==> src/rtl/ifu_pkg.sv <==
// Shared types for the instruction fetch unit: FSM states and fetch error codes.
package ifu_pkg;

   typedef enum logic [1:0] {
      IDLE = 2'd0,
      REQ  = 2'd1,
      WAIT = 2'd2,
      OUT  = 2'd3
   } ifu_state_e;

   typedef enum logic [1:0] {
      ERR_NONE     = 2'd0,
      ERR_ACCESS   = 2'd1,
      ERR_MISALIGN = 2'd2
   } ifu_err_e;

   function automatic logic is_misaligned(input logic [1:0] lsb);
      return lsb != 2'b00;
   endfunction

endpackage

==> src/rtl/ifu_fetch_if.sv <==
// Fetch unit bus bundle: imem request/response channel plus the decode-side instruction channel.
interface ifu_fetch_if #(
   parameter int ADDR_W = 32,
   parameter int INST_W = 32
);
   import ifu_pkg::*;

   logic              imem_req_valid_o;
   logic              imem_req_ready_i;
   logic [ADDR_W-1:0] imem_req_addr_o;
   logic              imem_rsp_valid_i;
   logic [INST_W-1:0] imem_rsp_data_i;
   logic              imem_rsp_err_i;
   logic              inst_valid_o;
   logic              inst_ready_i;
   logic [INST_W-1:0] inst_o;
   logic [ADDR_W-1:0] inst_pc_o;
   ifu_err_e          inst_err_o;

   // master = fetch unit, slave = memory/decode environment
   modport master (
      output imem_req_valid_o, imem_req_addr_o,
      input  imem_req_ready_i,
      input  imem_rsp_valid_i, imem_rsp_data_i, imem_rsp_err_i,
      output inst_valid_o, inst_o, inst_pc_o, inst_err_o,
      input  inst_ready_i
   );

   modport slave (
      input  imem_req_valid_o, imem_req_addr_o,
      output imem_req_ready_i,
      output imem_rsp_valid_i, imem_rsp_data_i, imem_rsp_err_i,
      input  inst_valid_o, inst_o, inst_pc_o, inst_err_o,
      output inst_ready_i
   );

endinterface

==> src/rtl/ifu_fetch.sv <==
// Single-outstanding instruction fetch: latch PC, request imem, capture response,
// hand the instruction to decode and pulse the PC write enable on acceptance.
module ifu_fetch
   import ifu_pkg::*;
#(
   parameter int ADDR_W = 32,
   parameter int INST_W = 32,
   parameter int CNT_W  = 64
) (
   input  logic               clk,
   input  logic               rst,
   input  logic [ADDR_W-1:0]  pc_i,
   output logic               pc_wen_o,
   ifu_fetch_if.master        bus,
   output logic [CNT_W-1:0]   fetch_cnt_o
);

   ifu_state_e        state_q, state_d;
   logic [ADDR_W-1:0] addr_q,  addr_d;
   logic [INST_W-1:0] inst_q,  inst_d;
   logic [ADDR_W-1:0] ipc_q,   ipc_d;
   ifu_err_e          err_q,   err_d;
   logic [CNT_W-1:0]  cnt_q,   cnt_d;

   always_ff @(posedge clk or negedge rst) begin
      if (!rst) begin
         state_q <= IDLE;
         addr_q  <= '0;
         inst_q  <= '0;
         ipc_q   <= '0;
         err_q   <= ERR_NONE;
         cnt_q   <= '0;
      end else begin
         state_q <= state_d;
         addr_q  <= addr_d;
         inst_q  <= inst_d;
         ipc_q   <= ipc_d;
         err_q   <= err_d;
         cnt_q   <= cnt_d;
      end
   end

   always_comb begin
      state_d = state_q;
      addr_d  = addr_q;
      inst_d  = inst_q;
      ipc_d   = ipc_q;
      err_d   = err_q;
      cnt_d   = cnt_q;
      unique case (state_q)
         IDLE: begin
            addr_d = pc_i;
            // A misaligned PC never reaches memory; report it straight to decode.
            if (is_misaligned(pc_i[1:0])) begin
               state_d = OUT;
               inst_d  = '0;
               ipc_d   = pc_i;
               err_d   = ERR_MISALIGN;
            end else begin
               state_d = REQ;
            end
         end
         REQ: begin
            if (bus.imem_req_ready_i) state_d = WAIT;
         end
         WAIT: begin
            if (bus.imem_rsp_valid_i) begin
               state_d = OUT;
               ipc_d   = addr_q;
               if (bus.imem_rsp_err_i) begin
                  inst_d = '0;
                  err_d  = ERR_ACCESS;
               end else begin
                  inst_d = bus.imem_rsp_data_i;
                  err_d  = ERR_NONE;
               end
            end
         end
         OUT: begin
            if (bus.inst_ready_i) begin
               state_d = IDLE;
               cnt_d   = cnt_q + 1'b1;
            end
         end
         default: state_d = IDLE;
      endcase
   end

   // PC register samples this in the same cycle downstream drives next-PC selects.
   assign pc_wen_o             = (state_q == OUT) && bus.inst_ready_i;
   assign bus.imem_req_valid_o = (state_q == REQ);
   assign bus.imem_req_addr_o  = addr_q;
   assign bus.inst_valid_o     = (state_q == OUT);
   assign bus.inst_o           = inst_q;
   assign bus.inst_pc_o        = ipc_q;
   assign bus.inst_err_o       = err_q;
   assign fetch_cnt_o          = cnt_q;

endmodule

==> src/flat_wrapper.sv <==
// flat-port wrapper written by rule: the top's interface ports become plain ports
module ifu_fetch_flat import ifu_pkg::*;
#(
   parameter int ADDR_W = 32,
   parameter int INST_W = 32,
   parameter int CNT_W  = 64
)
  (clk, rst, pc_i, pc_wen_o, fetch_cnt_o, bus_imem_req_valid_o, bus_imem_req_addr_o, bus_imem_req_ready_i, bus_imem_rsp_valid_i, bus_imem_rsp_data_i, bus_imem_rsp_err_i, bus_inst_valid_o, bus_inst_o, bus_inst_pc_o, bus_inst_err_o, bus_inst_ready_i);
  ifu_fetch_if #(.ADDR_W(ADDR_W), .INST_W(INST_W)) bus_i ();
  input  logic clk;
  input  logic rst;
  input  logic [ADDR_W-1:0] pc_i;
  output logic pc_wen_o;
  output logic [CNT_W-1:0] fetch_cnt_o;
  output wire logic [$bits(bus_i.imem_req_valid_o)-1:0] bus_imem_req_valid_o;
  output wire logic [$bits(bus_i.imem_req_addr_o)-1:0] bus_imem_req_addr_o;
  input wire logic [$bits(bus_i.imem_req_ready_i)-1:0] bus_imem_req_ready_i;
  input wire logic [$bits(bus_i.imem_rsp_valid_i)-1:0] bus_imem_rsp_valid_i;
  input wire logic [$bits(bus_i.imem_rsp_data_i)-1:0] bus_imem_rsp_data_i;
  input wire logic [$bits(bus_i.imem_rsp_err_i)-1:0] bus_imem_rsp_err_i;
  output wire logic [$bits(bus_i.inst_valid_o)-1:0] bus_inst_valid_o;
  output wire logic [$bits(bus_i.inst_o)-1:0] bus_inst_o;
  output wire logic [$bits(bus_i.inst_pc_o)-1:0] bus_inst_pc_o;
  output wire logic [$bits(bus_i.inst_err_o)-1:0] bus_inst_err_o;
  input wire logic [$bits(bus_i.inst_ready_i)-1:0] bus_inst_ready_i;
  assign bus_imem_req_valid_o = bus_i.imem_req_valid_o;
  assign bus_imem_req_addr_o = bus_i.imem_req_addr_o;
  assign bus_i.imem_req_ready_i = bus_imem_req_ready_i;
  assign bus_i.imem_rsp_valid_i = bus_imem_rsp_valid_i;
  assign bus_i.imem_rsp_data_i = bus_imem_rsp_data_i;
  assign bus_i.imem_rsp_err_i = bus_imem_rsp_err_i;
  assign bus_inst_valid_o = bus_i.inst_valid_o;
  assign bus_inst_o = bus_i.inst_o;
  assign bus_inst_pc_o = bus_i.inst_pc_o;
  assign bus_inst_err_o = bus_i.inst_err_o;
  assign bus_i.inst_ready_i = bus_inst_ready_i;
  ifu_fetch #(.ADDR_W(ADDR_W), .INST_W(INST_W), .CNT_W(CNT_W)) u_core (.clk(clk), .rst(rst), .pc_i(pc_i), .pc_wen_o(pc_wen_o), .bus(bus_i), .fetch_cnt_o(fetch_cnt_o));
endmodule
==> config.mk <==
export PLATFORM = sky130hd
export DESIGN_NAME = ifu_fetch_flat
export DESIGN_NICKNAME = d
export VERILOG_FILES = /design/src/rtl/ifu_pkg.sv /design/src/rtl/ifu_fetch_if.sv /design/src/rtl/ifu_fetch.sv /design/src/flat_wrapper.sv
export SDC_FILE = /design/constraint.sdc
export NUM_CORES = 1
export LEC_CHECK = 0
export CAP_MARGIN = 25
export CELL_PAD_IN_SITES_DETAIL_PLACEMENT = 1
export CELL_PAD_IN_SITES_GLOBAL_PLACEMENT = 2
export CORE_ASPECT_RATIO = 0.8
export CORE_MARGIN = 2
export CORE_UTILIZATION = 26
export DETAILED_ROUTE_END_ITERATION = 10
export PLACE_DENSITY = 0.79
export SYNTH_ARGS = -nofsm -noshare
export SYNTH_HDL_FRONTEND = slang
export SYNTH_SLANG_ARGS = --single-unit
==> constraint.sdc <==
create_clock -name clk -period 2.05 [get_ports clk]
set_clock_uncertainty 0.2 [all_clocks]
set_input_delay 0.615 -clock clk [delete_from_list [all_inputs] [get_ports clk]]
set_output_delay 0.615 -clock clk [all_outputs]
set_load 0.005 [all_outputs]
==> impl_metrics.py, run 1 <==
metrics = {
    "timing": {
        "fmax_mhz": 458.6,
        "fin_crit_ns": 2.180,
        "slew_headroom": 0.7513,
        "worst_pin_slew_ns": 0.3731,
        "hold_viol": 0,
        "setup_viol": 19,
        "finalSetupTns_ns": -1.144,
        "period_share": 1.064,
        "slew_viol_final": 0,
        "rsz0062_at_grt": "true",
        "worst_slack_ns": -0.1304,
    },
    "floorplanning": {
        "die_h_microns": 153.1,
        "fp-row-count": 54,
        "core_sq_um": 27300,
        "start_util": 0.2647,
        "ios": 235,
        "die-area_sq_um": 29150,
        "chipWidth_microns": 190.4,
    },
    "global_route": {
        "grt_pass1_wl_mm": 40.47,
        "antenna_found_initial": 0,
        "grt_overflow": 0,
        "grt_pass1_vias": 7108,
        "grt_max_degree": 42,
        "grt_use_total": 0.1803,
    },
    "power": {
        "swShare": 0.3511,
        "p_per_area_nw_per_um2": 1148,
        "seqPwrFrac": 0.328,
        "combPwrFrac": 0.455,
        "power.internal_uw": 9439,
        "clock_power_share": 0.217,
        "peakVddDrop_uv": 577.4,
        "p_switching_uw": 5108,
        "power.leakage_uw": 0.006427,
    },
    "setup_path": {
        "crit_type": "flip-flop to flip-flop",
        "crit_path_top_delay_cell": "or4_4",
        "crit_fanout": 5,
        "cp-end-kind": "flip-flop",
        "crit_path_cell_trace": "buf_6 -> nand4_4 -> or4_4 -> nand4bb_4 -> buf_4 -> buf_6 -> xnor2_1",
        "required_ns": 2.17,
        "crit_arrival_ns": 2.30,
        "worst_setup_path_start_kind": "flip-flop",
        "slowest_delay_ns": 0.54,
        "path_common_cell": "buf_6",
    },
    "placed_design": {
        "gp_congestion": 0.7881,
        "dpl_cell_area_sq_um": 10810,
        "hpwl_mm": 17.42,
        "portBuffers": 234,
        "dp.cells": 1334,
    },
    "final_layout": {
        "final_nets": 1194,
        "num_antenna_cells": 0,
        "drive_gt1_frac": 0.3254,
        "syn2layout_area_growth_pct": 75.38,
        "fin_area_sq_um": 12670,
        "final_core_util": 0.4642,
        "fillers": 3030,
        "final_cells": 1495,
    },
    "route": {
        "firstDrtPassIters": 4,
        "via_count": 6813,
        "avgViaCountPerCell": 4.557,
        "postRouteWirelength_mm": 27.42,
        "wl_per_cell_microns": 18.34,
        "ant_nets": 0,
        "drc_errors": 0,
        "drt_iter0_markers": 157,
    },
    "hold_path": {
        "hold_class": "flip-flop to flip-flop",
    },
    "yosys": {
        "synthCells": 663,
        "synthFlopType": "dfrtp_1",
        "seq_area_frac_synth": 0.5680,
        "syn_nets": 739,
        "synth_area_leaders": "dfrtp_1 (57%), nand2_1 (6.3%), mux2_2 (5.1%)",
        "synth-edff-count": 0,
        "avgSynthCellArea_sq_um": 10.90,
        "yosysTopAreaCell": "dfrtp_1",
        "synthArstFlopShare": 1.000,
        "yosysWarnings": 0,
        "synth_seq_cells": 164,
        "synth_most_common_cell": "dfrtp_1",
        "yosysTopAreaCellShare": 0.5680,
        "netlist_area_sq_um": 7226,
        "yosysUniqueCellTypes": 33,
        "synthTopCellsByCount": "dfrtp_1 (164), nand2_1 (121), nand3_1 (63)",
    },
    "clocking": {
        "h-tree-depth": 4,
        "cts.clk_slew.worst_paths_ns": 0.08,
        "cts_sinks": 164,
        "clock_latency_ns": 0.44,
        "cts_buffer_depth": 2,
        "tritoncts": "built",
        "cts_root_buffer": "clkbuf_16",
        "numCtsBuffers": 17,
    },
    "run": {
        "maxCapViolations": 0,
    },
    "status": {
        "violations": "negative setup slack",
        "status": "complete, but fails checks",
    },
}
==> cell usage in the layout, fill, tap and decap left out, types with 5 or more instances in the layout <==
master           count
dfrtp_1            162
nor4_4               6
nand4_1             23
mux2i_1             32
nand3_1             56
buf_6               50
dlygate4sd2_1      125
nand3_2              6
buf_4              172
xnor2_1             35
and3_1              13
nor2_2               5
clkdlybuf4s15_1     27
nand2_1            118
mux2_2              33
o21ai_0             32
clkbuf_16           19
buf_12               6
clkdlybuf4s50_1     67
xor2_1              28
o21ai_1              5
inv_1                9
clkbuf_2            10
nor2_1              15
==> critical path: cells and delay by family, from the launching register on <==
family / cells / cell delay, ns
simple gates: 3 / 0.99
flops: 1 / 0.37
buf+inv: 3 / 0.39
xor+xnor: 1 / 0.11
==> logic make-up (layout without fill, tap and decap cells) <==
| family | count (synthesis) | count (layout) | share of synthesized area |
|---|---|---|---|
| AOI/OAI and AO/OA | 42 | 42 | 0.02944 |
| adders and majority gates | 6 | 6 | 0.01039 |
| xor gates and xnor gates | 63 | 63 | 0.07636 |
| muxes | 65 | 65 | 0.09576 |
| buffers and inverters | 41 | 508 | 0.02303 |
| and+or+nand+nor | 282 | 283 | 0.1971 |
| DFF | 164 | 164 | 0.5680 |
==> layer usage <==
metal	routed length (microns)	part of all wire	global-route usage
met5	0	0	0
met4	358	0.013	0.04356
met3	1277	0.047	0.03927
met2	13140	0.48	0.3013
met1	12640	0.46	0.2374
==> state kept, by name, indices dropped and copies added, names as in the netlist <==
| signal | flops |
|---|---|
| u_core.fetch_cnt_o | 64 |
| u_core.bus.imem_req_addr_o | 32 |
| u_core.bus.inst_o | 32 |
| u_core.bus.inst_pc_o | 32 |
| u_core.bus.inst_err_o | 2 |
| u_core.state_q | 2 |
==> through the flow <==
stage | hold slack (ns) | power (uW) | setup WS, ns
3_5_place_dp | 0.2556 | 10930 | -0.7356
5_1_grt | 0.2935 | 15500 | -0.2490
3_3_place_gp | 0.2495 | 10810 | -0.6913
2_1_floorplan | 0.1194 | 7281 | 0.01848
6_report | 0.2590 | 14550 | -0.1304
4_1_cts | 0.2647 | 14310 | -0.06024
==> power groups by stage <==
stage / Sequential, uW / Combinational [uW] / Clock [uW]
6_report: 4780 / 6620 / 3150
3_5_place_dp: 4900 / 6040 / 0
3_3_place_gp: 4850 / 5960 / 0
5_1_grt: 4920 / 7200 / 3390
4_1_cts: 4780 / 6320 / 3220
2_1_floorplan: 4930 / 2350 / 0
==> final timing paths <==
| check | startpoint | end | slack (ns) | cells past startpoint |
|---|---|---|---|---|
| max | u_core.fetch_cnt_o[37]$_DFFE_PN0P_ | u_core.fetch_cnt_o[46]$_DFFE_PN0P_ | -0.13 | 7 |
| min | u_core.bus.inst_o[29]$_DFFE_PN0P_ | u_core.bus.inst_o[29]$_DFFE_PN0P_ | 0.26 | 2 |
| min in group asynchronous | rst | u_core.fetch_cnt_o[59]$_DFFE_PN0P_ | 0.45 | 2 |
| max in group asynchronous | rst | u_core.bus.imem_req_addr_o[7]$_DFFE_PN0N_ | 0.64 | 3 |
| max reg2reg | u_core.fetch_cnt_o[37]$_DFFE_PN0P_ | u_core.fetch_cnt_o[46]$_DFFE_PN0P_ | -0.13 | 7 |
| min reg2reg | u_core.bus.inst_o[29]$_DFFE_PN0P_ | u_core.bus.inst_o[29]$_DFFE_PN0P_ | 0.26 | 2 |
==> timing repair <==
item / 4_1_cts / 5_1_grt
buffers inserted: 92 / 33
cloned: 2 / 3
endpoints found under the setup margin: 243 / 114
endpoints found under the hold margin: 26 / 0
hold buffers: 1 / 0
pin swaps: 17 / 31
gates resized for setup: 254 / 89
==> layout make-up <==
class	instances	area (sq um)	area share
Clock inverter	12	107.6	0.008491
Inverter	12	50.05	0.003949
Timing Repair Buffer	464	4218	0.3328
Clock buffer	20	456.7	0.03604
Tap cell	364	455.4	0.03594
Sequential cell	164	4106	0.3241
Multi-Input combinational cell	459	3278	0.2587
Note: power is estimated with default switching activity, not from simulation.
==> run 2: changes to the inputs <==
SLEW_MARGIN = 20   (was not set)
==> results of run 2 <==
The final DEF is identical to that of run 1; final timing and power are the same.
